### src/rtl/pipe_hazard_ctrl.sv
`default_nettype none
// ============================================================================
// Module      : pipe_hazard_ctrl
// Description : Stall / bubble / flush scheduler for the 5-stage pipeline,
//               covering bus waits, load-use, multi-cycle mul/div, redirects.
// Revision    : 1.0 - initial release
// ============================================================================
module pipe_hazard_ctrl #(
    parameter int MUL_LAT = 2,
    parameter int DIV_LAT = 64
) (
    input  logic        clk,
    input  logic        reset,
    input  logic        if_busy,
    input  logic        mem_busy,
    input  logic [4:0]  dec_rs1,
    input  logic [4:0]  dec_rs2,
    input  logic        ex_is_load,
    input  logic [4:0]  ex_rd,
    input  logic        ex_md_start,
    input  logic        ex_md_is_div,
    input  logic        ex_br_taken,
    input  logic [63:0] ex_br_target,
    output logic        stall_f,
    output logic        stall_d,
    output logic        stall_e,
    output logic        stall_m,
    output logic        bubble_e,
    output logic        bubble_m,
    output logic        bubble_w,
    output logic        flush_fd,
    output logic        redirect_valid,
    output logic [63:0] redirect_pc,
    output logic        md_busy
);

    localparam logic [1:0] c_st_run = 2'd0;
    localparam logic [1:0] c_st_md  = 2'd1;
    localparam logic [1:0] c_st_mem = 2'd2;

    localparam logic [6:0] c_mul_m1 = 7'(MUL_LAT - 1);
    localparam logic [6:0] c_div_m1 = 7'(DIV_LAT - 1);

    logic [1:0]  r_state;
    logic [1:0]  r_ret_state;
    logic [6:0]  r_md_cnt;
    logic        r_pend;
    logic [63:0] r_tgt;

    logic [1:0]  w_state_nxt;
    logic [1:0]  w_ret_nxt;
    logic [6:0]  w_md_cnt_nxt;
    logic [1:0]  w_eff_state;
    logic [6:0]  w_lat_m1;
    logic        w_md_entry;
    logic        w_md_release;
    logic        w_md_stall;
    logic        w_load_use;
    logic        w_br;

    always_ff @(posedge clk) begin
        if (reset) begin
            r_state     <= c_st_run;
            r_ret_state <= c_st_run;
            r_md_cnt    <= 7'd0;
            r_pend      <= 1'b0;
            r_tgt       <= 64'd0;
        end else begin
            r_state     <= w_state_nxt;
            r_ret_state <= w_ret_nxt;
            r_md_cnt    <= w_md_cnt_nxt;
            if (w_br) begin
                r_pend <= if_busy;
                r_tgt  <= ex_br_target;
            end else if (r_pend && !if_busy) begin
                r_pend <= 1'b0;
            end
        end
    end

    // Once the data bus releases, MEM_WAIT behaves exactly like the state it
    // interrupted, so a bus wait costs no extra cycle beyond its own length.
    always_comb begin
        w_eff_state  = (r_state == c_st_mem) ? r_ret_state : r_state;
        w_lat_m1     = ex_md_is_div ? c_div_m1 : c_mul_m1;
        w_md_entry   = (w_eff_state == c_st_run) && ex_md_start && (w_lat_m1 != 7'd0);
        w_md_release = (w_eff_state == c_st_md) && (r_md_cnt <= 7'd1);
        w_md_stall   = w_md_entry || ((w_eff_state == c_st_md) && !w_md_release);
        w_load_use   = ex_is_load && (ex_rd != 5'd0) &&
                       ((ex_rd == dec_rs1) || (ex_rd == dec_rs2));
        w_br         = ex_br_taken && !mem_busy && !w_md_stall;
    end

    always_comb begin
        stall_f        = 1'b0;
        stall_d        = 1'b0;
        stall_e        = 1'b0;
        stall_m        = 1'b0;
        bubble_e       = 1'b0;
        bubble_m       = 1'b0;
        bubble_w       = 1'b0;
        flush_fd       = 1'b0;
        redirect_valid = 1'b0;
        redirect_pc    = 64'd0;
        md_busy        = 1'b0;
        w_state_nxt    = w_eff_state;
        w_ret_nxt      = r_ret_state;
        w_md_cnt_nxt   = r_md_cnt;

        if (mem_busy) begin
            stall_f     = 1'b1;
            stall_d     = 1'b1;
            stall_e     = 1'b1;
            stall_m     = 1'b1;
            bubble_w    = 1'b1;
            w_state_nxt = c_st_mem;
            w_ret_nxt   = w_eff_state;
            md_busy     = (w_eff_state == c_st_md);
        end else if (w_md_stall) begin
            stall_f  = 1'b1;
            stall_d  = 1'b1;
            stall_e  = 1'b1;
            bubble_m = 1'b1;
            md_busy  = 1'b1;
            if (w_md_entry) begin
                w_state_nxt  = c_st_md;
                w_md_cnt_nxt = w_lat_m1;
            end else begin
                w_md_cnt_nxt = 7'(r_md_cnt - 7'd1);
            end
        end else begin
            if (w_md_release) begin
                md_busy      = 1'b1;
                w_state_nxt  = c_st_run;
                w_md_cnt_nxt = 7'd0;
            end
            // A redirect squashes D anyway, so it overrides a load-use hold.
            if (w_br) begin
                flush_fd = 1'b1;
                bubble_e = 1'b1;
                stall_f  = if_busy;
            end else if (w_load_use || if_busy) begin
                stall_f  = 1'b1;
                stall_d  = 1'b1;
                bubble_e = 1'b1;
            end
        end

        if (w_br) begin
            redirect_valid = 1'b1;
            redirect_pc    = ex_br_target;
        end else if (r_pend) begin
            redirect_valid = 1'b1;
            redirect_pc    = r_tgt;
            flush_fd       = 1'b1;
        end
    end

endmodule
`default_nettype wire

### config.mk
export PLATFORM = sky130hd
export DESIGN_NAME = pipe_hazard_ctrl
export DESIGN_NICKNAME = d
export VERILOG_FILES = /design/src/rtl/pipe_hazard_ctrl.sv
export SDC_FILE = /design/constraint.sdc
export NUM_CORES = 1
export LEC_CHECK = 0
export ABC_AREA = 1
export ABC_CLOCK_PERIOD_IN_PS = 2950
export CAP_MARGIN = 15
export CORE_UTILIZATION = 43
export DETAILED_ROUTE_END_ITERATION = 10
export PLACE_DENSITY = 0.88
export REMOVE_ABC_BUFFERS = 1
export SETUP_SLACK_MARGIN = 0.5
export SYNTH_ARGS = -nofsm -noshare
export SYNTH_HDL_FRONTEND = slang
export SYNTH_SLANG_ARGS = --single-unit
### constraint.sdc
create_clock -name clk -period 2.95 [get_ports clk]
set_input_delay 0.885 -clock clk [delete_from_list [all_inputs] [get_ports clk]]
set_output_delay 0.885 -clock clk [all_outputs]
set_load 0.05 [all_outputs]
==> run metrics, run 1 <==
run status=stopped before the end; stage reached=clock tree synthesis; First Error=[ERROR DPL-0038] Utilization greater than 100%, impossible to legalize; Site Rows=33; Die X-Extent=95.26 um; sequential area share after synthesis=40.68%; cells after synthesis=567; Post-Synthesis Mean Instance Area=6.596 sq um; Placed Cells=864; die height=95.26 um; Starting Density=45.06%; number of warnings issued by yosys=0; Top-Level Pins=161; setup fix buffers added after clock tree synthesis=96; post-synth design cell area=3740 sq um; number of buffers on the longest clock path=2; Detail Placement HPWL=9320 um; placer's final routability congestion estimate=0.9433; post-synth cell types=20; cell at the root of the clock tree=sky130_fd_sc_hd__clkbuf_8; total clock buffers created by CTS=9; count of instances resized after the clock tree is built=397; clock sink count=76; H-tree depth=3; CTS Hold Buffers Added=0; IO Port Bufs=160; FF+latch count, synth=76
[metrics by stage]
| step | setup WS (ns) | area, sq um | hold WS [ns] |
|---|---|---|---|
| after floorplan | -3.275 | 3553 | 0.4367 |
| after global placement | -0.4270 | 6600 | 0.4506 |
| after detailed placement | -0.4428 | 6600 | 0.4635 |
[cells by family after synthesis]
logic type / count (synthesis) / synth area share (%)
simple gates: 260 / 29.94
compound gates: 124 / 16.69
fa+ha+maj: 2 / 0.6690
flops: 76 / 40.68
xor+xnor: 3 / 0.7027
buf+inv: 102 / 11.31
[synth_stat cells]
cell type	count	share of area, %
sky130_fd_sc_hd__dfxtp_1	76	41
sky130_fd_sc_hd__buf_6	2	0.60
sky130_fd_sc_hd__nor2_1	72	7.2
sky130_fd_sc_hd__inv_2	1	0.10
sky130_fd_sc_hd__buf_1	2	0.20
sky130_fd_sc_hd__inv_1	62	6.2
sky130_fd_sc_hd__buf_4	3	0.60
sky130_fd_sc_hd__nand4_1	41	6.9
sky130_fd_sc_hd__a21oi_1	49	6.6
sky130_fd_sc_hd__a21oi_2	1	0.23
sky130_fd_sc_hd__ha_1	2	0.67
sky130_fd_sc_hd__xnor2_1	3	0.70
sky130_fd_sc_hd__nand3_2	3	0.80
sky130_fd_sc_hd__o21ai_0	12	1.6
sky130_fd_sc_hd__clkbuf_1	21	2.1
sky130_fd_sc_hd__nand3_1	15	2.0
sky130_fd_sc_hd__nor3_1	3	0.40
sky130_fd_sc_hd__buf_2	11	1.5
sky130_fd_sc_hd__o21ai_1	62	8.3
sky130_fd_sc_hd__nand2_1	126	13
==> run 2, diff against run 1 <==
--- a/config.mk
+++ b/config.mk
@@ -8,11 +8,10 @@
 export ABC_AREA = 1
 export ABC_CLOCK_PERIOD_IN_PS = 2950
 export CAP_MARGIN = 15
-export CORE_UTILIZATION = 43
+export CORE_UTILIZATION = 35
 export DETAILED_ROUTE_END_ITERATION = 10
-export PLACE_DENSITY = 0.88
+export PLACE_DENSITY_LB_ADDON = 0.15
 export REMOVE_ABC_BUFFERS = 1
-export SETUP_SLACK_MARGIN = 0.5
 export SYNTH_ARGS = -nofsm -noshare
 export SYNTH_HDL_FRONTEND = slang
 export SYNTH_SLANG_ARGS = --single-unit
==> run metrics, run 2 <==
largest net degree at the start of global routing=37; Placed Cells=909; synth cell count leaders=sky130_fd_sc_hd__nand2_1, sky130_fd_sc_hd__dfxtp_1, sky130_fd_sc_hd__nor2_1, sky130_fd_sc_hd__inv_1, sky130_fd_sc_hd__o21ai_1; cells after synthesis=567; number of setup violations in the final report=3; Detail Placement HPWL=8819 um; Hold/Removal Path Class=reg2reg; Hold Fails Final Rpt=0; per-cell routed wire length=16.63 um; total die area=11100 sq um; run status=complete, but fails checks; biggest fanout along the worst timing path=7; clock sink count=76; via/cell ratio=5.081; switching share of power=34.68%; power density normalized to cell area=379.9 nW/um^2; final-report max-slew violation count=0; Leak Pwr=3.447 nW; area taken by multi-input logic gates=2743 sq um; share of the synthesized area in the top cell type=40.68%; VDD IR max=0.0003064 V; area leader, netlist=sky130_fd_sc_hd__dfxtp_1; via count=4842; Min Clock Period, post-route=2.991 ns; fmax=0.3343 GHz; most frequent cell after synthesis=sky130_fd_sc_hd__nand2_1; area delta synth->final=122.4%; wire length of the first global-routing pass=22970 um; sequential area share after synthesis=40.68%; Site Rows=37; FF+latch count, synth=76; share of cells above drive strength 1=47.00%; DR DRC count=0; Post-Layout Inst Area=8317 sq um; critical path arrival=2.11 ns; total net switching power=0.001096 W; flip-flop count of the largest register after layout=64; via count of the first global-routing pass=4687; pre-CTS setup slack=-0.4529 ns; area occupied by registers=1533 sq um; Maximum Capacitance Violations=0; number of buffers on the longest clock path=2; TritonRoute pass-1 iters=4; internal power=0.002064 W; main area contributors after synthesis=sky130_fd_sc_hd__dfxtp_1, sky130_fd_sc_hd__nand2_1, sky130_fd_sc_hd__o21ai_1, sky130_fd_sc_hd__nor2_1, sky130_fd_sc_hd__nand4_1; Post-Synthesis Mean Instance Area=6.596 sq um; post-synth cell types=20; data required time of the critical path=2.07 ns; FILL cells=610; IO Port Bufs=160; depth of the most critical reg-to-reg path=12; clock transition at the registers of the reported paths=0.07 ns; clock network power share=25.2%; launching element type of the critical path=primary input; failing checks=setup timing; async set or reset register ratio after synthesis=0%; kind of capture point of the worst setup path=primary output; category of the most critical setup path=in2out; starting DRC count in detailed routing=186; post-layout net count=901; all-layer global routing usage=25.70%; Final Cycle Share=101.4%; Primary FF master, synth=sky130_fd_sc_hd__dfxtp_1; count of flip-flops with a built-in enable after synthesis=0; non-filler instance count after layout=953; setup repair after global routing missed its margin=yes; sequential cell fraction of total power=35.4%; worst relative slew slack=62.90%; smallest hold slack=0.4882 ns; Worst Slack Setup Final=-0.04098 ns; post-synth design cell area=3740 sq um; die height=105.4 um; total clock buffers created by CTS=9; antenna diode count=0; most common cell after layout, fill and taps aside=sky130_fd_sc_hd__buf_4; cell at the root of the clock tree=sky130_fd_sc_hd__clkbuf_8; core outline area=10320 sq um; post-route setup TNS=-0.05582 ns; total gr overflow=0; CTS tree=built; later-pin clock latency in the skew report=0.34 ns; Starting Density=36.23%; worst hold path depth=2; transition at the pin with the smallest max-transition slack=0.5565 ns; total wirelength of the detailed-routed design=15850 um; placed inst area=6731 sq um; CTS Hold Buffers Added=0; H-tree depth=3; largest reg by FF count=r_tgt; placer's final routability congestion estimate=0.8792; number of warnings issued by yosys=0; maximum clock skew at final layout=0.01081 ns; Gate power share=39.5%; Top-Level Pins=161; antenna-violating nets left=0; Die X-Extent=105.4 um; largest registers=r_tgt: 64 flops, r_md_cnt: 7 flops; most frequent cells in the layout=sky130_fd_sc_hd__buf_4, sky130_fd_sc_hd__buf_12, sky130_fd_sc_hd__dfxtp_1, sky130_fd_sc_hd__nand2_1, sky130_fd_sc_hd__clkdlybuf4s50_1; antenna violations before repair=0
run 2: per-layer routing:
metal / vias to the layer above / GRT usage [%] / wire length, um / share of wire, %
met2: 165 / 46.05 / 8171 / 52
met4: 0 / 7.847 / 371 / 2.3
met3: 27 / 5.442 / 913 / 5.8
met5: - / 0 / 0 / 0
li1: 2345 / - / - / -
met1: 2305 / 30.53 / 6389 / 40
run 2: final timing paths:
path	start	endpoint	slack [ns]
worst min register to register	r_tgt[20]	r_tgt[20]	0.49
worst min-delay path	r_tgt[20]	r_tgt[20]	0.49
worst max-delay path	ex_br_taken	redirect_pc[57]	-0.04
worst max register to register	r_md_cnt[0]	r_tgt[17]	0.98
run 2: logic make-up (layout without fill, tap and decap cells):
logic type | Yosys count | count (layout) | synth area share, %
buffers and inverters | 102 | 352 | 11.31
XOR/XNOR | 3 | 3 | 0.7027
AND/OR/NAND/NOR | 260 | 260 | 29.94
adder cells (fa/ha/maj) | 2 | 2 | 0.6690
AO/OA/AOI/OAI | 124 | 124 | 16.69
flip-flops | 76 | 76 | 40.68
run 2: power groups by stage:
stage                     Combinational, W  Clock, W  Sequential [W]
after floorplan                   0.000422         0         0.00112
after global placement            0.000932         0         0.00112
after detailed placement          0.000947         0         0.00113
after CTS                          0.00112  0.000800         0.00111
after global routing               0.00132  0.000852         0.00112
final                              0.00125  0.000795         0.00112
run 2: metrics by stage:
step | util (%) | total power (W)
finish | 80.56 | 0.003160
global route | 80.56 | 0.003290
CTS | 75.87 | 0.003032
detailed placement | 65.20 | 0.002074
global placement | 65.20 | 0.002056
floorplan | - | 0.001543
run 2: final cells by class:
class / instances / share of cell area (%)
Timing Repair Buffer: 273 / 41.30
Multi-Input combinational cell: 389 / 32.98
Sequential cell: 76 / 18.43
Inverter: 63 / 2.934
Tap cell: 136 / 2.046
Clock buffer: 11 / 1.580
Clock inverter: 5 / 0.7372
run 2: critical path: stages:
cell and delay, ns:
sky130_fd_sc_hd__buf_2 0.10, sky130_fd_sc_hd__inv_2 0.05, sky130_fd_sc_hd__nor2_4 0.13, sky130_fd_sc_hd__nand3_4 0.11, sky130_fd_sc_hd__buf_12 0.17, sky130_fd_sc_hd__clkbuf_16 0.17
sky130_fd_sc_hd__nand2_1 0.09, sky130_fd_sc_hd__o21ai_2 0.08, sky130_fd_sc_hd__nor2_2 0.15, sky130_fd_sc_hd__buf_12 0.16
run 2: timing repair:
action,in CTS,in global routing
cloned,8,4
setup endpoints to repair,71,68
gates resized for setup,200,114
pin swaps,21,50
hold endpoints to repair,0,0
buffers inserted,15,8
No activity file was read; power rests on OpenSTA's default activity.
==> run 3, diff against run 2 <==
--- a/config.mk
+++ b/config.mk
@@ -8,10 +8,13 @@
 export ABC_AREA = 1
 export ABC_CLOCK_PERIOD_IN_PS = 2950
 export CAP_MARGIN = 15
+export CORE_MARGIN = 2
 export CORE_UTILIZATION = 35
 export DETAILED_ROUTE_END_ITERATION = 10
 export PLACE_DENSITY_LB_ADDON = 0.15
 export REMOVE_ABC_BUFFERS = 1
+export SETUP_SLACK_MARGIN = 0.4
+export SKIP_LAST_GASP = 1
 export SYNTH_ARGS = -nofsm -noshare
 export SYNTH_HDL_FRONTEND = slang
 export SYNTH_SLANG_ARGS = --single-unit
==> run metrics, run 3 (synthesized netlist as in run 2, its figures left out) <==
total clock buffers created by CTS=9; via/cell ratio=5.647; all-layer global routing usage=30.96%; DR DRC count=8; largest reg by FF count=r_tgt; data required time of the critical path=2.07 ns; wire length of the first global-routing pass=27880 um; Top-Level Pins=161; clock transition at the registers of the reported paths=0.09 ns; via count of the first global-routing pass=5592; total net switching power=0.001270 W; share of cells above drive strength 1=51.38%; number of buffers on the longest clock path=2; kind of capture point of the worst setup path=primary output; core outline area=10370 sq um; Worst Slack Setup Final=-0.3734 ns; area delta synth->final=152.5%; most common cell after layout, fill and taps aside=sky130_fd_sc_hd__buf_4; launching element type of the critical path=flip-flop; Site Rows=37; most frequent cells in the layout=sky130_fd_sc_hd__buf_4, sky130_fd_sc_hd__buf_12, sky130_fd_sc_hd__nand2_1, sky130_fd_sc_hd__dfxtp_1, sky130_fd_sc_hd__clkdlybuf4s50_1; Min Clock Period, post-route=3.323 ns; worst relative slew slack=46.80%; largest registers=r_tgt: 64 flops, r_md_cnt: 7 flops; starting DRC count in detailed routing=457; CTS tree=built; switching share of power=36.52%; clock sink count=76; cell at the root of the clock tree=sky130_fd_sc_hd__clkbuf_8; TritonRoute pass-1 iters=11; total wirelength of the detailed-routed design=23350 um; clock network power share=23.4%; number of setup violations in the final report=80; failing checks=DRC, setup timing; total gr overflow=0; biggest fanout along the worst timing path=9; total die area=11530 sq um; antenna violations before repair=0; H-tree depth=3; fmax=0.3009 GHz; later-pin clock latency in the skew report=0.37 ns; antenna diode count=0; transition at the pin with the smallest max-transition slack=0.7972 ns; largest net degree at the start of global routing=39; Hold Fails Final Rpt=0; post-layout net count=988; CTS Hold Buffers Added=0; final-report max-slew violation count=0; power density normalized to cell area=368.3 nW/um^2; Starting Density=36.06%; Gate power share=44.0%; per-cell routed wire length=22.47 um; via count=5867; setup repair after global routing missed its margin=yes; IO Port Bufs=160; VDD IR max=0.0003059 V; run status=complete, but fails checks; smallest hold slack=0.4976 ns; Final Cycle Share=112.7%; Hold/Removal Path Class=reg2reg; die height=107.4 um; Detail Placement HPWL=9121 um; critical path arrival=2.44 ns; placer's final routability congestion estimate=0.8023; antenna-violating nets left=0; sequential cell fraction of total power=32.6%; utilization of the core after routing=91.06%; maximum clock skew at final layout=0.009720 ns; internal power=0.002208 W; category of the most critical setup path=reg2out; Maximum Capacitance Violations=0; Leak Pwr=3.989 nW; flip-flop count of the largest register after layout=64; Die X-Extent=107.4 um
-- run 3: cell count changes in the layout (fill, tap and decap cells not counted), moves of 5 or more --
cell,delta
sky130_fd_sc_hd__nand2_8,+15
sky130_fd_sc_hd__buf_12,+8
sky130_fd_sc_hd__dlygate4sd2_1,-7
sky130_fd_sc_hd__nand2_1,+15
sky130_fd_sc_hd__o21ai_2,-7
sky130_fd_sc_hd__buf_2,+7
sky130_fd_sc_hd__buf_4,+41
sky130_fd_sc_hd__o21ai_1,+6
sky130_fd_sc_hd__clkbuf_2,-5
sky130_fd_sc_hd__buf_6,+35
sky130_fd_sc_hd__buf_16,+5
sky130_fd_sc_hd__nand2_2,-23
sky130_fd_sc_hd__nand2_4,-7
-- run 3: per-stage QoR --
step           instance area, sq um  setup TNS (ns)  instances  worst slack [ns]  total power (W)
2_1_floorplan                  3553         -239.03        528            -3.275         0.001543
3_3_place_gp                   6706          -23.95        903           -0.3989         0.002061
3_5_place_dp                   6706          -26.23        903           -0.4875         0.002081
6_report                       9443          -18.58       1039           -0.3734         0.003478
4_1_cts                        8521          -1.086       1004          -0.07921         0.003140
5_1_grt                        9443          -21.40       1039           -0.4215         0.003568
-- run 3: power by group through the flow --
stage | combinational [W] | sequential (W) | clock (W)
floorplan | 0.000422 | 0.00112 | 0
global placement | 0.000936 | 0.00113 | 0
detailed placement | 0.000954 | 0.00113 | 0
CTS | 0.00124 | 0.00111 | 0.000789
global route | 0.00158 | 0.00114 | 0.000851
finish | 0.00153 | 0.00113 | 0.000813
-- run 3: layout make-up --
class	instances	area, sq um
clock buffer	11	131.4
clock inverter	4	51.30
fill	394	927.1
inverter	63	251.5
multi-input combinational	389	2919
sequential	76	1535
tap	136	170.2
timing repair buffer	360	4384
-- run 3: path summary, 6_finish.rpt --
path	endpoint	slack (ns)	startpoint	cells after the start
worst max-delay path	redirect_pc[50]	-0.37	r_md_cnt[1]	14
worst min-delay path	r_tgt[63]	0.50	r_tgt[63]	2
worst max register to register	r_md_cnt[5]	-0.21	r_md_cnt[1]	24
worst min register to register	r_tgt[63]	0.50	r_tgt[63]	2
-- run 3: routing by layer --
metal | vias up | track usage, % | share of wire [%]
met2 | 424 | 56.83 | 51
met1 | 2733 | 33.13 | 33
met5 | - | 0 | 0
met4 | 0 | 15.38 | 7.9
li1 | 2530 | - | -
met3 | 180 | 7.022 | 8.4
-- run 3: timing repair --
action	CTS	global route
resized for setup	265	125
setup buffers	76	33
pin swaps	49	30
cloned	10	2
endpoints found under the setup margin	74	81
-- run 3: worst max-delay path: stages, from the launching register on --
cell	delay, ns
sky130_fd_sc_hd__dfxtp_4	0.37
sky130_fd_sc_hd__inv_4	0.08
sky130_fd_sc_hd__ha_4	0.15
sky130_fd_sc_hd__inv_2	0.04
sky130_fd_sc_hd__nor2_2	0.11
sky130_fd_sc_hd__nand3_2	0.11
sky130_fd_sc_hd__nand3_4	0.14
sky130_fd_sc_hd__nand3_4	0.10
sky130_fd_sc_hd__buf_12	0.17
sky130_fd_sc_hd__buf_12	0.13
sky130_fd_sc_hd__buf_16	0.14
sky130_fd_sc_hd__nand2_4	0.07
sky130_fd_sc_hd__o21ai_4	0.08
sky130_fd_sc_hd__nor2_4	0.20
sky130_fd_sc_hd__buf_12	0.16
